### src/rtl/ahb_top.sv
// AHB-Lite slave: 16-word register file (region 00) plus timer/watchdog/PWM block (region 01).
// Latency: zero wait states for OKAY transfers; an ERROR takes two cycles (HREADY low, then high).
// Backpressure: HREADY is dropped only in the first ERROR cycle. Optional macro: AHB_TOP_PWM_EN.
module ahb_top #(
  parameter int DATA_WIDTH     = 32,
  parameter int ADDR_WIDTH     = 32,
  parameter int REG_FILE_DEPTH = 16
) (
  input  logic                  HCLK,
  input  logic                  HRESETn,
  input  logic [ADDR_WIDTH-1:0] HADDR,
  input  logic                  HWRITE,
  input  logic [1:0]            HTRANS,
  input  logic [2:0]            HSIZE,
  input  logic [2:0]            HBURST,
  input  logic [3:0]            HPROT,
  input  logic [DATA_WIDTH-1:0] HWDATA,
  output logic                  HREADY,
  output logic                  HRESP,
  output logic [DATA_WIDTH-1:0] HRDATA,
  output logic                  pwm,
  output logic                  wd_rst
);

  localparam int OFF_W = ADDR_WIDTH - 2;
  localparam int IDX_W = (REG_FILE_DEPTH > 1) ? $clog2(REG_FILE_DEPTH) : 1;
  localparam logic [OFF_W-1:0]      DEPTH_L     = OFF_W'(REG_FILE_DEPTH);
  localparam logic [DATA_WIDTH-1:0] WD_LOAD_RST = DATA_WIDTH'(64);

  // Timer register select codes (word offset HADDR[4:2])
  localparam logic [2:0] T_CTRL = 3'd0;
  localparam logic [2:0] T_CMP  = 3'd1;
  localparam logic [2:0] T_DUTY = 3'd2;
  localparam logic [2:0] T_WDL  = 3'd3;
  localparam logic [2:0] T_CNT  = 3'd4;
  localparam logic [2:0] T_STAT = 3'd5;

  typedef enum logic [1:0] {S_OKAY, S_ERR1, S_ERR2} resp_state_t;

  // Reset synchroniser
  logic [1:0] r_rst_sync;
  logic       w_sync_rst;

  // Bus pipeline state
  resp_state_t           r_state;
  logic                  r_hready;
  logic                  r_hresp;
  logic                  r_wr_vld;
  logic                  r_wr_mem;
  logic [IDX_W-1:0]      r_wr_idx;
  logic [2:0]            r_wr_tsel;
  logic [1:0]            r_wr_size;
  logic                  r_rd_vld;
  logic                  r_rd_mem;
  logic [IDX_W-1:0]      r_rd_idx;
  logic [2:0]            r_rd_tsel;

  // Storage
  logic [DATA_WIDTH-1:0] r_mem [REG_FILE_DEPTH];
  logic [2:0]            r_ctrl;
  logic [DATA_WIDTH-1:0] r_cmp;
  logic [DATA_WIDTH-1:0] r_wd_load;
  logic [DATA_WIDTH-1:0] r_count;
  logic [DATA_WIDTH-1:0] r_wd_cnt;
  logic                  r_wd_rst;

  // Decode / datapath wires
  logic                  w_xfer;
  logic [1:0]            w_region;
  logic [OFF_W-1:0]      w_off;
  logic                  w_mem_sel;
  logic                  w_mem_hit;
  logic                  w_tmr_ok;
  logic [2:0]            w_tsel;
  logic                  w_err;
  logic                  w_status;
  logic [DATA_WIDTH-1:0] w_duty;
  logic [DATA_WIDTH-1:0] w_wr_old;
  logic [DATA_WIDTH-1:0] w_wr_val;
  logic [DATA_WIDTH-1:0] w_rd_treg;
  logic [DATA_WIDTH-1:0] w_wd_next;
  logic                  w_twr;
  logic                  w_unused;

  // Narrow writes only replace the low byte/halfword; the rest of the word is kept.
  function automatic logic [DATA_WIDTH-1:0] f_merge(input logic [DATA_WIDTH-1:0] old_v,
                                                    input logic [DATA_WIDTH-1:0] new_v,
                                                    input logic [1:0]            size);
    case (size)
      2'd0:    f_merge = {old_v[DATA_WIDTH-1:8],  new_v[7:0]};
      2'd1:    f_merge = {old_v[DATA_WIDTH-1:16], new_v[15:0]};
      default: f_merge = new_v;
    endcase
  endfunction

  function automatic logic [DATA_WIDTH-1:0] f_treg(input logic [2:0]            sel,
                                                   input logic [DATA_WIDTH-1:0] ctrl,
                                                   input logic [DATA_WIDTH-1:0] cmp,
                                                   input logic [DATA_WIDTH-1:0] duty,
                                                   input logic [DATA_WIDTH-1:0] wdl,
                                                   input logic [DATA_WIDTH-1:0] cnt,
                                                   input logic [DATA_WIDTH-1:0] stat);
    case (sel)
      T_CTRL:  f_treg = ctrl;
      T_CMP:   f_treg = cmp;
      T_DUTY:  f_treg = duty;
      T_WDL:   f_treg = wdl;
      T_CNT:   f_treg = cnt;
      T_STAT:  f_treg = stat;
      default: f_treg = '0;
    endcase
  endfunction

  // Two-flop reset synchroniser: asserts immediately, releases two edges after HRESETn rises
  always_ff @(posedge HCLK or negedge HRESETn) begin
    if (!HRESETn) r_rst_sync <= 2'b00;
    else          r_rst_sync <= {r_rst_sync[0], 1'b1};
  end
  assign w_sync_rst = r_rst_sync[1];

  // Address-phase decode
  assign w_xfer    = HTRANS[1] & r_hready;
  assign w_region  = HADDR[ADDR_WIDTH-1 -: 2];
  assign w_off     = HADDR[OFF_W-1:0];
  assign w_mem_sel = (w_region == 2'b00);
  assign w_mem_hit = w_mem_sel && (w_off < DEPTH_L);
  assign w_tsel    = w_off[4:2];
  assign w_tmr_ok  = (w_region == 2'b01) && (w_off[1:0] == 2'b00) &&
                     (w_off[OFF_W-1:5] == '0) && (w_tsel <= T_STAT);
  assign w_err     = (HSIZE > 3'd2) || !(w_mem_hit || w_tmr_ok);

  // Response FSM: samples the address phase while HREADY is high, runs the two-cycle ERROR
  always_ff @(posedge HCLK or negedge w_sync_rst) begin
    if (!w_sync_rst) begin
      r_state   <= S_OKAY;
      r_hready  <= 1'b1;
      r_hresp   <= 1'b0;
      r_wr_vld  <= 1'b0;
      r_wr_mem  <= 1'b0;
      r_wr_idx  <= '0;
      r_wr_tsel <= '0;
      r_wr_size <= '0;
      r_rd_vld  <= 1'b0;
      r_rd_mem  <= 1'b0;
      r_rd_idx  <= '0;
      r_rd_tsel <= '0;
    end else begin
      r_wr_vld <= 1'b0;
      case (r_state)
        S_ERR1: begin
          r_state  <= S_ERR2;
          r_hready <= 1'b1;
          r_hresp  <= 1'b1;
        end
        default: begin
          if (w_xfer && w_err) begin
            r_state  <= S_ERR1;
            r_hready <= 1'b0;
            r_hresp  <= 1'b1;
            if (!HWRITE) r_rd_vld <= 1'b0;
          end else begin
            r_state  <= S_OKAY;
            r_hready <= 1'b1;
            r_hresp  <= 1'b0;
            if (w_xfer) begin
              if (HWRITE) begin
                r_wr_vld  <= 1'b1;
                r_wr_mem  <= w_mem_sel;
                r_wr_idx  <= w_off[IDX_W-1:0];
                r_wr_tsel <= w_tsel;
                r_wr_size <= HSIZE[1:0];
              end else begin
                r_rd_vld  <= 1'b1;
                r_rd_mem  <= w_mem_sel;
                r_rd_idx  <= w_off[IDX_W-1:0];
                r_rd_tsel <= w_tsel;
              end
            end
          end
        end
      endcase
    end
  end

  assign HREADY = r_hready;
  assign HRESP  = r_hresp;

`ifdef AHB_TOP_PWM_EN
  logic [DATA_WIDTH-1:0] r_duty;

  // DUTY register
  always_ff @(posedge HCLK or negedge w_sync_rst) begin
    if (!w_sync_rst)                     r_duty <= '0;
    else if (w_twr && r_wr_tsel == T_DUTY) r_duty <= w_wr_val;
  end
  assign w_duty   = r_duty;
  assign pwm      = r_ctrl[0] & r_ctrl[2] & (r_count < r_duty);
  assign w_unused = ^{HBURST, HPROT};
`else
  assign w_duty   = '0;
  assign pwm      = 1'b0;
  assign w_unused = ^{HBURST, HPROT, r_ctrl[2]};
`endif

  assign w_status  = (r_count == r_cmp);
  assign w_twr     = r_wr_vld & ~r_wr_mem;
  assign w_wd_next = r_wd_cnt + DATA_WIDTH'(1);

  // Old value of the write target, so narrow writes can keep the upper lanes
  always_comb begin
    w_wr_old = '0;
    if (r_wr_mem) w_wr_old = r_mem[r_wr_idx];
    else          w_wr_old = f_treg(r_wr_tsel, DATA_WIDTH'(r_ctrl), r_cmp, w_duty, r_wd_load,
                                    r_count, DATA_WIDTH'(w_status));
  end
  assign w_wr_val = f_merge(w_wr_old, HWDATA, r_wr_size);

  // Register file: written at the edge that ends the data phase
  always_ff @(posedge HCLK or negedge w_sync_rst) begin
    if (!w_sync_rst) begin
      for (int i = 0; i < REG_FILE_DEPTH; i++) r_mem[i] <= '0;
    end else if (r_wr_vld && r_wr_mem) begin
      r_mem[r_wr_idx] <= w_wr_val;
    end
  end

  // Timer, watchdog and their bus-writable control registers
  always_ff @(posedge HCLK or negedge w_sync_rst) begin
    if (!w_sync_rst) begin
      r_ctrl    <= '0;
      r_cmp     <= '0;
      r_wd_load <= WD_LOAD_RST;
      r_count   <= '0;
      r_wd_cnt  <= '0;
      r_wd_rst  <= 1'b0;
    end else begin
      if (r_ctrl[0]) r_count <= w_status ? '0 : r_count + DATA_WIDTH'(1);
      if (r_ctrl[1] && !r_wd_rst) begin
        r_wd_cnt <= w_wd_next;
        if (w_wd_next == r_wd_load) r_wd_rst <= 1'b1;
      end
      if (w_twr) begin
        case (r_wr_tsel)
          T_CTRL: r_ctrl <= w_wr_val[2:0];
          T_CMP:  r_cmp  <= w_wr_val;
          T_WDL: begin
            r_wd_load <= w_wr_val;
            r_wd_cnt  <= '0;
          end
          default: ;
        endcase
      end
    end
  end

  assign wd_rst = r_wd_rst;

  // Read data follows the latched read address live until the next read
  always_comb begin
    w_rd_treg = f_treg(r_rd_tsel, DATA_WIDTH'(r_ctrl), r_cmp, w_duty, r_wd_load,
                       r_count, DATA_WIDTH'(w_status));
    HRDATA = '0;
    if (r_rd_vld) HRDATA = r_rd_mem ? r_mem[r_rd_idx] : w_rd_treg;
  end

endmodule

### config.mk
export PLATFORM = sky130hd
export DESIGN_NAME = ahb_top
export DESIGN_NICKNAME = d
export VERILOG_FILES = /design/src/rtl/ahb_top.sv
export SDC_FILE = /design/constraint.sdc
export NUM_CORES = 1
export LEC_CHECK = 0
export BUFFER_PORTS_ARGS = -buffer_cell sky130_fd_sc_hd__buf_2
export CAP_MARGIN = 20
export CORE_ASPECT_RATIO = 1.4
export CORE_MARGIN = 2
export CORE_UTILIZATION = 31
export CTS_BUF_LIST = sky130_fd_sc_hd__clkbuf_16
export DETAILED_ROUTE_END_ITERATION = 10
export PLACE_DENSITY = 0.43
export SYNTH_ARGS = -nofsm -noshare
export SYNTH_HDL_FRONTEND = slang
export SYNTH_SLANG_ARGS = --single-unit
### constraint.sdc
create_clock -name HCLK -period 47.7 [get_ports HCLK]
set_input_delay 0 -clock HCLK [delete_from_list [all_inputs] [get_ports HCLK]]
set_output_delay 0 -clock HCLK [all_outputs]
set_load 0.05 [all_outputs]
* After elaboration in Yosys (flattened, before gate mapping) *
Cells that the tools add are included.

word-level totals
  register bits = 670
  latch bits = 0
  bits in writable memories = 0
  ROM bits = 0
  input bits = 79
  output and inout bits = 36
  word-level logic and storage cells = 125
  memories kept = 0

operators by class
  $add $sub $neg = 2
  multiply operators = 0
  divide/modulo/power cells = 0
  order comparisons = 6
  equal/unequal tests = 15
  shifts and indexed selects = 0
  muxes and demuxes = 33
  bitwise operators = 8
  reduce and logical (&&, ||, !) cells = 26

operators with widths
  cell                   count
  $bwmux 512             1
  $mux 32                12
  $pmux 32 s5            2
  $bmux 32 s4            2
  $demux 32 s4           1
  $add 32x1->32 const B  2
  $eq 32x32->1           2
  $pmux 32 s2            1
  $lt 30x5->1 const B    1
  $logic_not 25->1       1
  $mux 1                 13
  $eq 3x3->1 const B     4
  $reduce_and 4->1       3
  $ge 5x5->1 const B     2
  $not 4->5              2
  $logic_and 1x1->1      8
  $reduce_and 2->1       4
  $eq 2x1->1 const B     3
  $eq 3x1->1 const B     2
  $eq 3x2->1 const B     2
  $logic_not 2->1        3
  $logic_not 3->1        2
  $lt 5x1->1 const B     1
  $ne 2x2->1 const B     2
  8 further kinds        14

* Longest topological paths before layout *
  depth in word-level cells = 10
  mapped depth = 10

* Worst setup path after synthesis *
No wires, ideal clock.

  path type = reg-to-reg
  start point = register r_wr_idx[0]
  end point = register r_mem[273] (netlist bit)
  data arrival time = 2.526 ns
  slack = 45.049 ns
  stages on the path, launching flop included = 10
  path buffers = 4
  period minus slack after synthesis = 2.651 ns
  cells stage by stage = dfrtp_1 buf_6 buf_6 buf_6 mux4_2 mux4_2 a221oi_1 a21oi_2 buf_6 mux2_2

between the ends
  longest elaborated chain between the ends = 7
  elaborated cells between the ends (all ways) = 12
  classes of those cells = order compare: 2; mux: 8; bitwise: 1; reduce/logical: 1

RTL lines
  what                                        RTL line  source
  from (decl)                                 50        logic [IDX_W-1:0] r_wr_idx;
  from (signal assigned)                      169       r_wr_idx <= w_off[IDX_W-1:0];
  $not 4->5 (not written as such) (*)         212, 223
  $bmux 32 s4                                 212       if (r_wr_mem) w_wr_old = r_mem[r_wr_idx];
  $mux 32 (not written as such) (2 in a row)  212
  $mux 32                                     212
  $pmux 32 s2                                 89        case (size)
  $bwmux 512 (*)                              223       r_mem[r_wr_idx] <= w_wr_val;
  to (signal, indexed assignment)             223
  to (decl)                                   59        logic [DATA_WIDTH-1:0] r_mem [REG_FILE_DEPTH];

Mark *: on every way between the ends. The rest lies on a longest branch, timed or not. The select of a mux whose other input is x is not followed.
A chain may end at the register's enable or synchronous reset.

* Final worst setup path *
  start point = register r_rd_idx[0]
  end point = output port HRDATA[8]

between the ends
  longest elaborated chain between the ends = 6

RTL lines
  what                                        RTL line  source
  from (decl)                                 55        logic [IDX_W-1:0] r_rd_idx;
  from (signal assigned)                      175       r_rd_idx <= w_off[IDX_W-1:0];
  $not 4->5 (not written as such)             263       if (r_rd_vld) HRDATA = r_rd_mem ? r_mem[r_rd_idx] : w_rd_treg;
  $bmux 32 s4                                 263
  $mux 32 (not written as such) (2 in a row)  263
  $mux 32 (2 in a row)                        263
  to (decl)                                   20        output logic [DATA_WIDTH-1:0] HRDATA,

Every way passes these cells. The select of a mux whose other input is x is not followed.

==> flow_summary.json <==
{
  "post-cts-setup-buffer-count": 0,
  "worstReg2RegStart": "r_wr_idx[1]$_DFFE_PN0P_",
  "cts.sinks": 666,
  "rsz0062_at_grt": "no",
  "yosys.cell_types.count": 60,
  "synth_simple_gate_area_share_pct": 6.06,
  "worst_ep_required_time_ps": 47700,
  "synthXorXnorAreaFrac_pct": 3.05,
  "dp_cells": 4054,
  "slowest_delay_ps": 870,
  "fin_crit_sh_pct": 9.76,
  "core-area_sq_um": 115000,
  "worst-path-buf-inv": 3,
  "fin_worst_skew_ps": 43.3,
  "p_leak_nw": 16.6,
  "clock_latency_ps": 660,
  "first_pass_iters": 7,
  "cts_max_path_buffers": 3,
  "seqCellArea_sq_um": 16700,
  "synth_top_area_share_pct": 46.3,
  "cp_max_fo": 31,
  "startpoint_type": "flip-flop",
  "relSlewSlack_pct": 22.7,
  "worstMarginPinSlew_ps": 1150,
  "dieArea_sq_um": 119000,
  "yosysWarnings": 0,
  "vias": 23100,
  "numCtsBuffers": 75,
  "rows": 147,
  "synth_area_sq_um": 35900,
  "avgSynthCellArea_sq_um": 13.6,
  "total_power_mw": 1.88,
  "final_cells": 4219,
  "setup_viol": 0,
  "cp_slowest_cell": "dfrtp_4",
  "critPathArrivalTime_ps": 4650,
  "multi_input_comb_area_sq_um": 18300,
  "hold_class": "in -> reg",
  "io_buffers": 105,
  "path_clk_slew_ps": 60,
  "synthAdderAreaFrac_pct": 0.0697,
  "post_route_cells_drive_above_1_share_pct": 44.6,
  "antenna_found_initial": 4,
  "min-delay-start": "HWDATA[29]",
  "post-dp-hpwl_microns": 71900,
  "crit_start": "r_rd_idx[0]$_DFFE_PN0P_",
  "ys_seq_elements": 666,
  "syn-num-nets": 2714,
  "ant_nets": 0,
  "muxShareOfSynthArea_pct": 37.1,
  "drc": 0,
  "die_y_microns": 407,
  "yosys.area.top_type": "dfrtp_1",
  "fmax_ghz": 0.215,
  "ys.flop_type": "dfrtp_1",
  "die-width_microns": 292,
  "grt-ovfl-total": 0,
  "drt_wl_total_microns": 118000,
  "grt_pass1_wl_microns": 174000,
  "fin_area_sq_um": 40600,
  "synth_top_family_by_area": "multiplexers",
  "synthTopCellsByArea": "dfrtp_1, mux2_2, mux4_2, clkbuf_1, xor2_1",
  "vias_per_cell": 5.49,
  "cap_violations": 0,
  "worstPathCellList": "buf_4 -> buf_4 -> mux4_2 -> mux4_2 -> nand2_1 -> o21ai_0 -> and2_1 -> buf_2",
  "status": "finished clean",
  "synthCells": 2633,
  "cts-root-buf": "clkbuf_16",
  "tritoncts": "built",
  "drtIter0Drc": 1712,
  "async_flop_share_pct": 100,
  "postCtsResizedCells": 0,
  "cts_hold_buffers": 31,
  "tns_ps": 0,
  "place_area_sq_um": 37900,
  "synth_edf_count": 0,
  "final_hold_viol_count": 0,
  "initial_core_util_pct": 31.3,
  "syn_to_final_growth_pct": 13.2,
  "grt.total_usage_pct": 20.0,
  "ioPinCount": 115,
  "path_class": "reg -> out",
  "yosysSeqAreaShare_pct": 46.5,
  "gp_congestion": 0.917,
  "max-vdd-ir-drop_mv": 0.0337,
  "min_period_ps": 4650,
  "grt_pass1_vias": 25100,
  "cp_top_family": "buffers and inverters",
  "power_density_nw_per_um2": 46.2,
  "nFillCells": 11200,
  "synth_compound_area_share_pct": 4.16,
  "wl_per_cell_microns": 27.9,
  "cts.htree.levels": 3,
  "end_kind": "output pin",
  "slew_viol_final": 0,
  "grt_max_degree": 148,
  "layout.nets": 2757
}
-- Yosys cell counts (all sizes together), types with 2 or more instances --
library cell / n
or3: 9
nor3b: 6
o21ai: 78
nand2: 109
and3: 17
nor2: 136
ha: 2
or4: 4
a22oi: 35
o211ai: 2
or2: 3
and2: 33
a21oi: 66
a31oi: 5
nand3: 28
mux2i: 31
clkbuf: 164
o211a: 3
mux4: 280
nor4: 20
nand4b: 3
mux2: 596
dfrtp: 664
a221oi: 16
xnor2: 55
conb: 2
and4: 3
dfstp: 2
xor2: 70
o22ai: 3
inv: 25
a311oi: 2
nand2b: 16
nor3: 23
buf: 72
nand4: 27
nor2b: 7
-- final cells by class --
type,instances,share of cell area [%]
antenna,2,0.0123
clock buffer,78,4.81
clock inverter,50,0.813
inverter,25,0.231
timing repair buffer,202,3.49
multi-input combinational,1706,44.9
sequential,666,41.1
tap,1490,4.59
-- registers in the layout, summed over array words and instances, names as in the netlist, 2 cells and up --
signal and flops:
r_ctrl 3, r_state 2, r_rd_tsel 2, r_rst_sync 2
r_cmp 32, r_rd_idx 3, r_wd_cnt 32, r_wr_idx 3
r_wr_tsel 2, r_wr_size 2, r_mem 512, r_wd_load 32
r_count 32
-- per-stage QoR --
stage,setup WS (ps),util [%],hold slack [ps]
after floorplan,27770,-,-296
final,43050,35.4,59.5
after detailed placement,43310,33.1,-213
after CTS,42870,35.3,10.5
after global placement,43360,33.0,-213
after global routing,42720,35.4,77.6
-- cell usage in the layout (no fill, tap or decap), drive strengths merged, types with 3 or more instances in the layout --
master       Yosys  routed
dlygate4sd3      0      32
nor2           136     136
clkbuf         164      78
nand2b          16      16
nor3b            6       6
buf             72     170
mux4           280     280
nand4           27      27
nand2          109     109
nor4            20      20
nand4b           3       3
o22ai            3       3
o211a            3       3
a221oi          16      16
xnor2           55      55
o21ai           78      78
nand3           28      28
and3            17      17
nor3            23      23
and4             3       3
a31oi            5       5
dfrtp          664     664
or4              4       4
and2            33      33
or3              9       9
a22oi           35      35
mux2           596     596
xor2            70      70
or2              3       3
inv             25      40
mux2i           31      31
nor2b            7       7
a21oi           66      66
clkinv           0      31
bufinv           0       4
-- worst register-to-register path, cell delays in order, from the launching register on --
cell      delay (ps)
dfrtp_4          750
buf_4            680
buf_4            760
mux4_2           460
mux4_2           520
a221oi_1         400
a21oi_2          230
mux2_2           380
-- power by group --
part | leakage (nW) | internal (mW) | total (mW) | switching (mW)
clock network | 1.18 | 0.315 | 0.560 | 0.244
logic | 6.97 | 0.258 | 0.542 | 0.284
registers | 8.49 | 0.662 | 0.774 | 0.113
-- kinds of logic after synthesis --
kind of cell | Yosys count
other | 2
AOI/OAI and AO/OA | 223
adders and majority gates | 2
muxes | 907
buffers and inverters | 261
DFF | 666
and+or+nand+nor | 447
xor gates and xnor gates | 125
-- path summary, 6_finish.rpt --
check                                     endpoint  slack [ps]  cells after the start
setup / recovery                         HRDATA[8]       43050                      8
hold / removal              r_mem[317]$_DFFE_PN0P_          60                      4
setup reg to reg            r_mem[383]$_DFFE_PN0P_       43380                      7
hold reg to reg             r_mem[160]$_DFFE_PN0P_         330                      0
max in group asynchronous   r_mem[147]$_DFFE_PN0P_       43560                      4
min in group asynchronous  r_rst_sync[1]$_DFF_PN0_         210                      3
-- routing by layer --
| layer | vias up | part of all wire [%] | GRT usage, % |
|---|---|---|---|
| met5 | - | 0 | 0 |
| met1 | 12500 | 42 | 25.8 |
| met2 | 570 | 51 | 35.2 |
| met3 | 151 | 3.9 | 2.29 |
| met4 | 0 | 2.7 | 6.38 |
| li1 | 9913 | - | - |
Power figures use the tool's default switching activity.
